## config.mk

```make
export PLATFORM = sky130hd
export DESIGN_NAME = pp_buffer_reader_flat
export DESIGN_NICKNAME = d
export VERILOG_FILES = /design/src/rtl/pp_buffer_reader_if.sv /design/src/rtl/pp_buffer_reader.sv /design/src/flat_wrapper.sv
export SDC_FILE = /design/constraint.sdc
export NUM_CORES = 1
export LEC_CHECK = 0
export CORE_AREA = 2 2 54 56
export CTS_BUF_LIST = sky130_fd_sc_hd__clkbuf_4
export CTS_CLUSTER_DIAMETER = 150
export DETAILED_ROUTE_END_ITERATION = 16
export DIE_AREA = 0 0 56 58
export PLACE_DENSITY_LB_ADDON = 0.12
export SYNTH_ARGS = -nofsm -noshare
export SYNTH_HDL_FRONTEND = slang
export SYNTH_SLANG_ARGS = --single-unit
export TNS_END_PERCENT = 100
```

## constraint.sdc

```tcl
create_clock -name clk -period 1.7 [get_ports clk]
set_input_delay 0.255 -clock clk [delete_from_list [all_inputs] [get_ports clk]]
set_output_delay 0.255 -clock clk [all_outputs]
set_load 0.005 [all_outputs]
```

## src/rtl/pp_buffer_reader_if.sv

```systemverilog
// Bus between the ping-pong reader, its two RAM banks, the bank writer and the downstream stage.
// Framing signals exist only when PP_READER_FRAMING_EN is defined.
interface pp_buffer_reader_if #(
   parameter int ADDR_W = 8
);
   logic              full_A;
   logic              full_B;
   logic [ADDR_W-1:0] rdaddress;
   logic              rden_A;
   logic              rden_B;
   logic              q_A;
   logic              q_B;
   logic              release_A;
   logic              release_B;
   logic              q;
   logic              valid_next;
   logic              ready_next;
   logic              overrun;
`ifdef PP_READER_FRAMING_EN
   logic              sob_next;
   logic              eob_next;
`endif

   modport master (
      input  full_A, full_B, q_A, q_B, ready_next,
      output rdaddress, rden_A, rden_B, release_A, release_B, q, valid_next, overrun
`ifdef PP_READER_FRAMING_EN
      , output sob_next, eob_next
`endif
   );

   modport slave (
      output full_A, full_B, q_A, q_B, ready_next,
      input  rdaddress, rden_A, rden_B, release_A, release_B, q, valid_next, overrun
`ifdef PP_READER_FRAMING_EN
      , input sob_next, eob_next
`endif
   );
endinterface

```

## src/rtl/pp_buffer_reader.sv

```systemverilog
// Drains ping-pong bit banks strictly A,B,A,... into a valid/ready bit stream; 2-entry output FIFO with
// fall-through of the in-flight RAM read. PP_READER_FRAMING_EN adds sob_next/eob_next per bit.
module pp_buffer_reader #(
   parameter int BLOCK_BITS = 192,
   parameter int ADDR_W     = 8
) (
   input  logic               clk,
   input  logic               reset,
   pp_buffer_reader_if.master bus
);
   localparam logic [ADDR_W-1:0] LAST_ADDR = ADDR_W'(BLOCK_BITS - 1);
`ifdef PP_READER_FRAMING_EN
   localparam int EW = 3;
`else
   localparam int EW = 1;
`endif

   typedef enum logic [1:0] {WAIT_A, READ_A, WAIT_B, READ_B} state_t;

   state_t            state_q, state_d;
   logic              pend_a_q, pend_a_d, pend_b_q, pend_b_d;
   logic              overrun_q, overrun_d;
   logic [ADDR_W-1:0] addr_q, addr_d;
   logic              inflight_q, inflight_d;
   logic              bank_b_q, bank_b_d;
   logic              rel_a_q, rel_a_d, rel_b_q, rel_b_d;
   logic [1:0]        cnt_q, cnt_d;
   logic              wr_ptr_q, wr_ptr_d, rd_ptr_q, rd_ptr_d;
   logic [EW-1:0]     mem_q [2];
`ifdef PP_READER_FRAMING_EN
   logic              sob_tag_q, sob_tag_d, eob_tag_q, eob_tag_d;
`endif

   logic              rden_a, rden_b, issue, at_last, room;
   logic              out_vld, pop, push, fifo_pop, rd_bit;
   logic [2:0]        occ;
   logic [EW-1:0]     in_ent, head_ent;

   // The bit returned by last cycle's read is presented directly when the FIFO is empty.
   assign rd_bit   = bank_b_q ? bus.q_B : bus.q_A;
`ifdef PP_READER_FRAMING_EN
   assign in_ent   = {eob_tag_q, sob_tag_q, rd_bit};
`else
   assign in_ent   = rd_bit;
`endif
   assign out_vld  = (cnt_q != 2'd0) | inflight_q;
   assign head_ent = (cnt_q != 2'd0) ? mem_q[rd_ptr_q] : in_ent;
   assign pop      = out_vld & bus.ready_next;
   assign push     = inflight_q & ~((cnt_q == 2'd0) & pop);
   assign fifo_pop = pop & (cnt_q != 2'd0);

   assign occ      = {1'b0, cnt_q} + {2'b00, inflight_q};
   assign room     = occ < (3'd2 + {2'b00, pop});
   assign at_last  = (addr_q == LAST_ADDR);
   assign rden_a   = (state_q == READ_A) & room;
   assign rden_b   = (state_q == READ_B) & room;
   assign issue    = rden_a | rden_b;

   assign bus.rdaddress  = addr_q;
   assign bus.rden_A     = rden_a;
   assign bus.rden_B     = rden_b;
   assign bus.release_A  = rel_a_q;
   assign bus.release_B  = rel_b_q;
   assign bus.overrun    = overrun_q;
   assign bus.valid_next = out_vld;
   assign bus.q          = out_vld & head_ent[0];
`ifdef PP_READER_FRAMING_EN
   assign bus.sob_next   = out_vld & head_ent[1];
   assign bus.eob_next   = out_vld & head_ent[2];
`endif

   always_comb begin
      state_d    = state_q;
      addr_d     = addr_q;
      inflight_d = issue;
      bank_b_d   = bank_b_q;
      rel_a_d    = rden_a & at_last;
      rel_b_d    = rden_b & at_last;
      cnt_d      = cnt_q + {1'b0, push} - {1'b0, fifo_pop};
      wr_ptr_d   = wr_ptr_q ^ push;
      rd_ptr_d   = rd_ptr_q ^ fifo_pop;
`ifdef PP_READER_FRAMING_EN
      sob_tag_d  = sob_tag_q;
      eob_tag_d  = eob_tag_q;
`endif

      // A new full pulse wins over a same-cycle release; only a full on a still-pending bank overruns.
      pend_a_d   = bus.full_A | (pend_a_q & ~rel_a_q);
      pend_b_d   = bus.full_B | (pend_b_q & ~rel_b_q);
      overrun_d  = overrun_q
                 | (bus.full_A & pend_a_q & ~rel_a_q)
                 | (bus.full_B & pend_b_q & ~rel_b_q);

      case (state_q)
         WAIT_A:  if (pend_a_q)          state_d = READ_A;
         READ_A:  if (rden_a && at_last) state_d = WAIT_B;
         WAIT_B:  if (pend_b_q)          state_d = READ_B;
         READ_B:  if (rden_b && at_last) state_d = WAIT_A;
         default:                        state_d = WAIT_A;
      endcase

      if (issue) begin
         addr_d   = at_last ? '0 : addr_q + ADDR_W'(1);
         bank_b_d = rden_b;
`ifdef PP_READER_FRAMING_EN
         sob_tag_d = (addr_q == '0);
         eob_tag_d = at_last;
`endif
      end
   end

   always_ff @(posedge clk) begin
      if (reset) begin
         state_q    <= WAIT_A;
         pend_a_q   <= 1'b0;
         pend_b_q   <= 1'b0;
         overrun_q  <= 1'b0;
         addr_q     <= '0;
         inflight_q <= 1'b0;
         bank_b_q   <= 1'b0;
         rel_a_q    <= 1'b0;
         rel_b_q    <= 1'b0;
         cnt_q      <= 2'd0;
         wr_ptr_q   <= 1'b0;
         rd_ptr_q   <= 1'b0;
`ifdef PP_READER_FRAMING_EN
         sob_tag_q  <= 1'b0;
         eob_tag_q  <= 1'b0;
`endif
      end else begin
         state_q    <= state_d;
         pend_a_q   <= pend_a_d;
         pend_b_q   <= pend_b_d;
         overrun_q  <= overrun_d;
         addr_q     <= addr_d;
         inflight_q <= inflight_d;
         bank_b_q   <= bank_b_d;
         rel_a_q    <= rel_a_d;
         rel_b_q    <= rel_b_d;
         cnt_q      <= cnt_d;
         wr_ptr_q   <= wr_ptr_d;
         rd_ptr_q   <= rd_ptr_d;
`ifdef PP_READER_FRAMING_EN
         sob_tag_q  <= sob_tag_d;
         eob_tag_q  <= eob_tag_d;
`endif
      end
   end

   // Storage needs no reset: occupancy is tracked by cnt_q alone.
   always_ff @(posedge clk) begin
      if (push) mem_q[wr_ptr_q] <= in_ent;
   end
endmodule

```

## src/flat_wrapper.sv

```systemverilog
// flat-port wrapper written by rule: the top's interface ports become plain ports
module pp_buffer_reader_flat 
#(
   parameter int BLOCK_BITS = 192,
   parameter int ADDR_W     = 8
)
  (clk, reset, bus_full_A, bus_full_B, bus_q_A, bus_q_B, bus_ready_next, bus_rdaddress, bus_rden_A, bus_rden_B, bus_release_A, bus_release_B, bus_q, bus_valid_next, bus_overrun);
  pp_buffer_reader_if #(.ADDR_W(ADDR_W)) bus_i ();
  input  logic clk;
  input  logic reset;
  input wire logic [$bits(bus_i.full_A)-1:0] bus_full_A;
  input wire logic [$bits(bus_i.full_B)-1:0] bus_full_B;
  input wire logic [$bits(bus_i.q_A)-1:0] bus_q_A;
  input wire logic [$bits(bus_i.q_B)-1:0] bus_q_B;
  input wire logic [$bits(bus_i.ready_next)-1:0] bus_ready_next;
  output wire logic [$bits(bus_i.rdaddress)-1:0] bus_rdaddress;
  output wire logic [$bits(bus_i.rden_A)-1:0] bus_rden_A;
  output wire logic [$bits(bus_i.rden_B)-1:0] bus_rden_B;
  output wire logic [$bits(bus_i.release_A)-1:0] bus_release_A;
  output wire logic [$bits(bus_i.release_B)-1:0] bus_release_B;
  output wire logic [$bits(bus_i.q)-1:0] bus_q;
  output wire logic [$bits(bus_i.valid_next)-1:0] bus_valid_next;
  output wire logic [$bits(bus_i.overrun)-1:0] bus_overrun;
  assign bus_i.full_A = bus_full_A;
  assign bus_i.full_B = bus_full_B;
  assign bus_i.q_A = bus_q_A;
  assign bus_i.q_B = bus_q_B;
  assign bus_i.ready_next = bus_ready_next;
  assign bus_rdaddress = bus_i.rdaddress;
  assign bus_rden_A = bus_i.rden_A;
  assign bus_rden_B = bus_i.rden_B;
  assign bus_release_A = bus_i.release_A;
  assign bus_release_B = bus_i.release_B;
  assign bus_q = bus_i.q;
  assign bus_valid_next = bus_i.valid_next;
  assign bus_overrun = bus_i.overrun;
  pp_buffer_reader #(.BLOCK_BITS(BLOCK_BITS), .ADDR_W(ADDR_W)) u_core (.clk(clk), .reset(reset), .bus(bus_i));
endmodule
```

==> results.cfg, run 1 <==
[drt]
drt_wl_total_um = 3240
remaining_drc_errors = 0
met3_length_um = 122
drt_iter0_markers = 50
viasPerCell = 5.45
dr.pass1.iters = 5
vias = 1183
met1_length_um = 1340
top_layer = met4
detail-route-antenna-nets = 0
wire_per_inst_um = 14.9
met2RoutedLength_um = 1760

[placement]
port_buffers = 21
place_hpwl_um = 2090
dpl_worst_slack_ps = -276
gp_congestion = 0.788
placedInstanceArea_sq_um = 1650
placed_cells = 202

[timing]
max-slew-margin-rel_pct = 80.6
fin_ws_ps = -208
finalHoldViolCount = 0
worst_pin_slew_ps = 291
setup_viol = 13
skew_ps = 2.63
fmaxAchievable_ghz = 0.524
period_share_pct = 112
tns_ps = -1440
rsz0062_at_grt = yes
whs_ps = 496
drv_slew = 0
period_needed_ps = 1910

[floorplanning]
die_w_um = 56
num_rows = 19
dieArea_sq_um = 3250
io_pins = 22
initial_core_util_pct = 46.5
die-height_um = 58
core_sq_um = 2660

[power]
power.leakage_nw = 0.763
max-vdd-ir-drop_uv = 924
power_density_nw_per_um2 = 1350

[critical_path]
critPathArrivalTime_ps = 1650
r2r_slack_ps = -160
cp_max_fo = 2
r2r-start = u_core.inflight_q$_SDFF_PP0_
end_kind = output port
critPathKind = reg -> out
worst_ep_required_time_ps = 1440
reg2reg_to = u_core.bus.rdaddress[3]$_SDFFE_PP0P_
r2r_cells = 9
start_kind = register

[yosys]
synthCells = 133
synth_area_leaders = dfxtp_1 34%, ha_1 12%, nor2_1 5.2%
yosysSeqAreaShare_pct = 38.8
syn-num-nets = 152
synth.largest_area_cell = dfxtp_1
synth-seq-cells = 23
ys_warn_count = 0
synth-edff-count = 2
syn_area_sq_um = 1240
ys.flop_type = dfxtp_1
ys_types = 41
async_flop_share_pct = 0
synth.most_common_cell = dfxtp_1
synth_common_cells = 21 x dfxtp_1, 17 x nor2_1, 12 x ha_1, 11 x inv_1
syn_area_per_cell_sq_um = 9.30
yosysTopAreaCellShare_pct = 34.0

[layout]
fillers = 213
instances_no_fill = 217
syn2layout_area_growth_pct = 57.3
diodes = 0
nNetsFinal = 206
fin_area_sq_um = 1950
drive_above_1_share_pct = 39.2

[grt]
grt.total_usage_pct = 19.2
grt_max_degree = 14
grt_pass1_vias = 1153
grt_antenna_before_repair = 0
grt_pass1_wl_um = 4960
grt_overflow_total = 0

[cts]
numCtsBuffers = 3
htreeDepth = 1
clkSlewWorstSetupHoldPaths_ps = 130
clockBufferDepth = 2
insertion_delay_ps = 300
root_buffer = clkbuf_4
holdBufCountCts = 0
cts.sinks = 23
tritoncts = built

[worst_hold_path]
holdPathEnd = u_core.bank_b_q$_SDFFE_PP0P_
hold_depth = 2
min_from = u_core.bank_b_q$_SDFFE_PP0P_
hold_path.class = reg -> reg

[run_status]
violations = negative setup slack
status = finished, violations left

[run]
maxCapViolCount = 0
[stage by stage]
stage | power (mW) | utilization (%)
after CTS | 2.25 | 66.6
final | 2.62 | 73.1
after global placement | 1.77 | 61.8
after detailed placement | 1.83 | 61.8
after floorplan | 1.34 | -
after global routing | 2.81 | 73.1
[how the worst max path moves through the flow]
| stage | slack [ps] | endpoint | from |
|---|---|---|---|
| after detailed placement | -280 | u_core.cnt_q[1]$_SDFF_PP0_ | bus_ready_next |
| after global placement | -230 | bus_rden_B | u_core.cnt_q[0]$_SDFF_PP0_ |
| after global routing | -280 | bus_rden_A | u_core.inflight_q$_SDFF_PP0_ |
| final | -210 | bus_rden_B | u_core.inflight_q$_SDFF_PP0_ |
| after CTS | -240 | bus_rden_B | u_core.inflight_q$_SDFF_PP0_ |
| after floorplan | 5 | u_core.bus.rdaddress[6]$_SDFFE_PP0P_ | u_core.cnt_q[0]$_SDFF_PP0_ |
[cell usage in the layout, fill, tap and decap left out, types with 4 or more instances in the layout]
master / instances
nand3_1: 4
nand2_1: 5
dfxtp_4: 4
clkbuf_4: 4
buf_6: 10
dfxtp_1: 15
ha_1: 8
nand2b_1: 4
a21oi_1: 5
nor2_1: 14
ha_4: 4
clkdlybuf4s50_1: 17
buf_4: 23
inv_1: 9
[power breakdown]
group / internal (mW) / switching (mW)
Combinational: 0.869 / 0.737
Sequential: 0.656 / 0.0862
Clock: 0.107 / 0.164
[critical path, cell delays in order (launching register included)]
cell and delay (ps):
dfxtp_2 360, buf_6 110, ha_4 150, ha_4 270, nor2_4 40, a31o_4 210
nand2_2 70, inv_2 30, buf_2 110
[what timing repair did]
| action | CTS | global route |
|---|---|---|
| setup endpoints to repair | 13 | 17 |
| gates resized for setup | 34 | 29 |
| pin swaps | 7 | 21 |
| cloned | 0 | 1 |
| setup buffers | 2 | 8 |
[layout make-up]
cell class / instances / area, sq um / share of cell area, %
repair buffers: 54 / 490 / 25.2
well taps: 31 / 38.8 / 1.99
inverters: 11 / 41.3 / 2.12
flip-flops and latches: 23 / 498 / 25.6
multi-input cells: 94 / 848 / 43.6
clock buffers: 4 / 30.0 / 1.54
[flip-flops by register name, summed over array words and instances, names as in the netlist]
name	count
u_core.inflight_q	1
u_core.bus.release_B	1
u_core.wr_ptr_q	1
u_core.bus.release_A	1
u_core.state_q	2
u_core.bus.overrun	1
u_core.rd_ptr_q	1
u_core.cnt_q	2
u_core.pend_b_q	1
u_core.bus.rdaddress	8
u_core.bank_b_q	1
u_core.mem_q	2
u_core.pend_a_q	1
[routing by layer]
layer / GRT usage [%] / vias up
li1: - / 578
met1: 21.7 / 570
met2: 35.6 / 33
met3: 3.35 / 2
met4: 7.82 / 0
met5: 0 / -
[kinds of logic (layout without fill, tap and decap cells)]
| kind of cell | Yosys count | count (layout) | share of synthesized area (%) |
|---|---|---|---|
| xor gates and xnor gates | 3 | 3 | 2.12 |
| buffers and inverters | 16 | 69 | 5.76 |
| DFF | 23 | 23 | 38.8 |
| muxes | 4 | 4 | 3.34 |
| and+or+nand+nor | 47 | 47 | 20.0 |
| AOI/OAI and AO/OA | 28 | 28 | 17.8 |
| adders and majority gates | 12 | 12 | 12.1 |
No activity file was read; power rests on OpenSTA's default activity.
==> run 2: changes to the inputs <==
--- a/config.mk
+++ b/config.mk
@@ -5,11 +5,11 @@
 export SDC_FILE = /design/constraint.sdc
 export NUM_CORES = 1
 export LEC_CHECK = 0
-export CORE_AREA = 2 2 54 56
-export CTS_BUF_LIST = sky130_fd_sc_hd__clkbuf_4
+export CORE_AREA = 2 2 55 57
+export CTS_BUF_LIST = sky130_fd_sc_hd__clkbuf_16
 export CTS_CLUSTER_DIAMETER = 150
 export DETAILED_ROUTE_END_ITERATION = 16
-export DIE_AREA = 0 0 56 58
+export DIE_AREA = 0 0 57 59
 export PLACE_DENSITY_LB_ADDON = 0.12
 export SYNTH_ARGS = -nofsm -noshare
 export SYNTH_HDL_FRONTEND = slang
==> constraint.sdc (replaced) <==
create_clock -name clk -period 1.7 [get_ports clk]
set_input_delay 0.255 -clock clk [delete_from_list [all_inputs] [get_ports clk]]
set_output_delay 0.255 -clock clk [all_outputs]
set_load 0.02 [all_outputs]
==> results.cfg, run 2 (same netlist as run 1, synthesis figures left out) <==
[layout]
fin_area_sq_um = 1830
drive_above_1_share_pct = 36.5
final_common_cell = buf_4
diodes = 0
syn2layout_area_growth_pct = 48.2
final-seq-area_sq_um = 498
final_cell_mix = 22 x buf_4, 16 x clkdlybuf4s50_1, 13 x nor2_1, 13 x dfxtp_1, 11 x inv_1
largest_reg_flops = 8
instances_no_fill = 209
fillers = 229
nNetsFinal = 198
multiInputGateArea_sq_um = 782

[timing]
drv_slew = 0
rsz0062_at_grt = yes
period_share_pct = 107
fmaxAchievable_ghz = 0.548
period_needed_ps = 1820
worst_pin_slew_ps = 292
max-slew-margin-rel_pct = 80.5
finalHoldViolCount = 0
fin_ws_ps = -124
skew_ps = 1.51
setup_viol = 4

[power]
switchingPower_mw = 0.973
seqPwrFrac_pct = 28.3
power_density_nw_per_um2 = 1420
p_comb_share_pct = 51.9
power.leakage_nw = 0.738
p_sw_share_pct = 37.4
p_int_mw = 1.63
max-vdd-ir-drop_uv = 994
p_clk_share_pct = 19.8

[critical_path]
r2r-start = u_core.cnt_q[0]$_SDFF_PP0_
cp_max_fo = 3
path_delay_family = simple AND/OR/NAND/NOR gates
path_buf_inv = 3
cpPeakStageDelay_ps = 360
critPathKind = reg -> out
slowest_stage = or3_4
cp_cell_sequence = buf_6, or3_4, a31o_4, nand2_2, inv_1, buf_2
critPathArrivalTime_ps = 1570
worst_ep_required_time_ps = 1440
crit_start = u_core.inflight_q$_SDFF_PP0_
start_kind = register
end_kind = output port

[cts]
root_buffer = clkbuf_16
clockBufferDepth = 2
holdBufCountCts = 0
cts.sinks = 23
insertion_delay_ps = 250
numCtsBuffers = 3
tritoncts = built
clkSlewWorstSetupHoldPaths_ps = 60
htreeDepth = 1

[drt]
wire_per_inst_um = 14.5
vias = 1135
dr.pass1.iters = 4
drt_iter0_markers = 17
detail-route-antenna-nets = 0
viasPerCell = 5.43
drt_wl_total_um = 3030
remaining_drc_errors = 0

[grt]
grt_overflow_total = 0
grt.total_usage_pct = 19.0
grt_antenna_before_repair = 0
grt_pass1_vias = 1152
grt_pass1_wl_um = 4970
grt_max_degree = 19

[floorplanning]
io_pins = 22
die_w_um = 57
core_sq_um = 2710
dieArea_sq_um = 3360
die-height_um = 59
num_rows = 19
initial_core_util_pct = 45.7

[placement]
port_buffers = 21
placed_cells = 199
placedInstanceArea_sq_um = 1630
gp_congestion = 0.829
place_hpwl_um = 2040

[run]
maxCapViolCount = 0

[worst_hold_path]
min_from = u_core.bus.overrun$_SDFF_PP0_
hold_path.class = reg -> reg

[run_status]
violations = negative setup slack
status = finished, violations left
==> run 2: cell count changes in the layout (fill, tap and decap cells not counted), sizes merged <==
| cell | before | now |
|---|---|---|
| clkdlybuf4s50 | 17 | 16 |
| clkinv | 0 | 1 |
| clkdlybuf4s15 | 1 | 0 |
| dlygate4sd2 | 0 | 1 |
| buf | 36 | 28 |
==> run 2: power by group through the flow <==
stage	clock network, mW	registers [mW]	logic [mW]
final	0.516	0.736	1.35
after global routing	0.547	0.745	1.47
after CTS	0.524	0.728	1.28
after detailed placement	0	0.724	1.14
after global placement	0	0.718	1.12
after floorplan	0	0.746	0.670
==> run 2: area by class of cell <==
type / instances / share of cell area (%)
well taps: 31 / 2.11
flip-flops and latches: 23 / 27.1
clock inverters: 1 / 0.273
multi-input cells: 94 / 42.6
clock buffers: 3 / 4.09
inverters: 11 / 2.25
repair buffers: 46 / 21.5
==> run 2: timing repair <==
| item | in CTS | in global routing |
|---|---|---|
| pin swaps | 5 | 5 |
| setup buffers | 3 | 2 |
| endpoints found under the setup margin | 12 | 12 |
| gates resized for setup | 28 | 18 |
| gates cloned | 1 | 0 |
==> run 2: layer usage <==
metal	vias to the layer above	GRT usage (%)	wire (um)
met5	-	0	0
met4	0	5.98	24
met3	4	2.84	121
met2	37	35.8	1520
met1	532	22.2	1360
li1	562	-	-
==> run 2: worst paths after layout <==
path | slack [ps] | to | cells past startpoint
hold reg to reg | 500 | u_core.bus.overrun$_SDFF_PP0_ | 2
setup reg to reg | -40 | u_core.state_q[0]$_SDFFE_PP0P_ | 7
hold / removal | 500 | u_core.bus.overrun$_SDFF_PP0_ | 2
setup / recovery | -120 | bus_rden_B | 6
==> run 2: worst min-delay path, cell delays in order (launching register included) <==
cell and delay (ps):
dfxtp_1 330, a221oi_1 50, nor2_1 80
==> run 2: through the flow <==
stage          hold slack [ps]  setup WS, ps  total power [mW]  TNS (ps)  util (%)
4_1_cts                    504          -137              2.53      -258      65.7
3_3_place_gp               469          -326              1.84     -1360      60.1
2_1_floorplan              376         -1.36              1.42     -1.36         -
3_5_place_dp               484          -367              1.87     -1810      60.1
6_report                   497          -124              2.60      -227      67.7
5_1_grt                    514          -162              2.77      -650      67.7
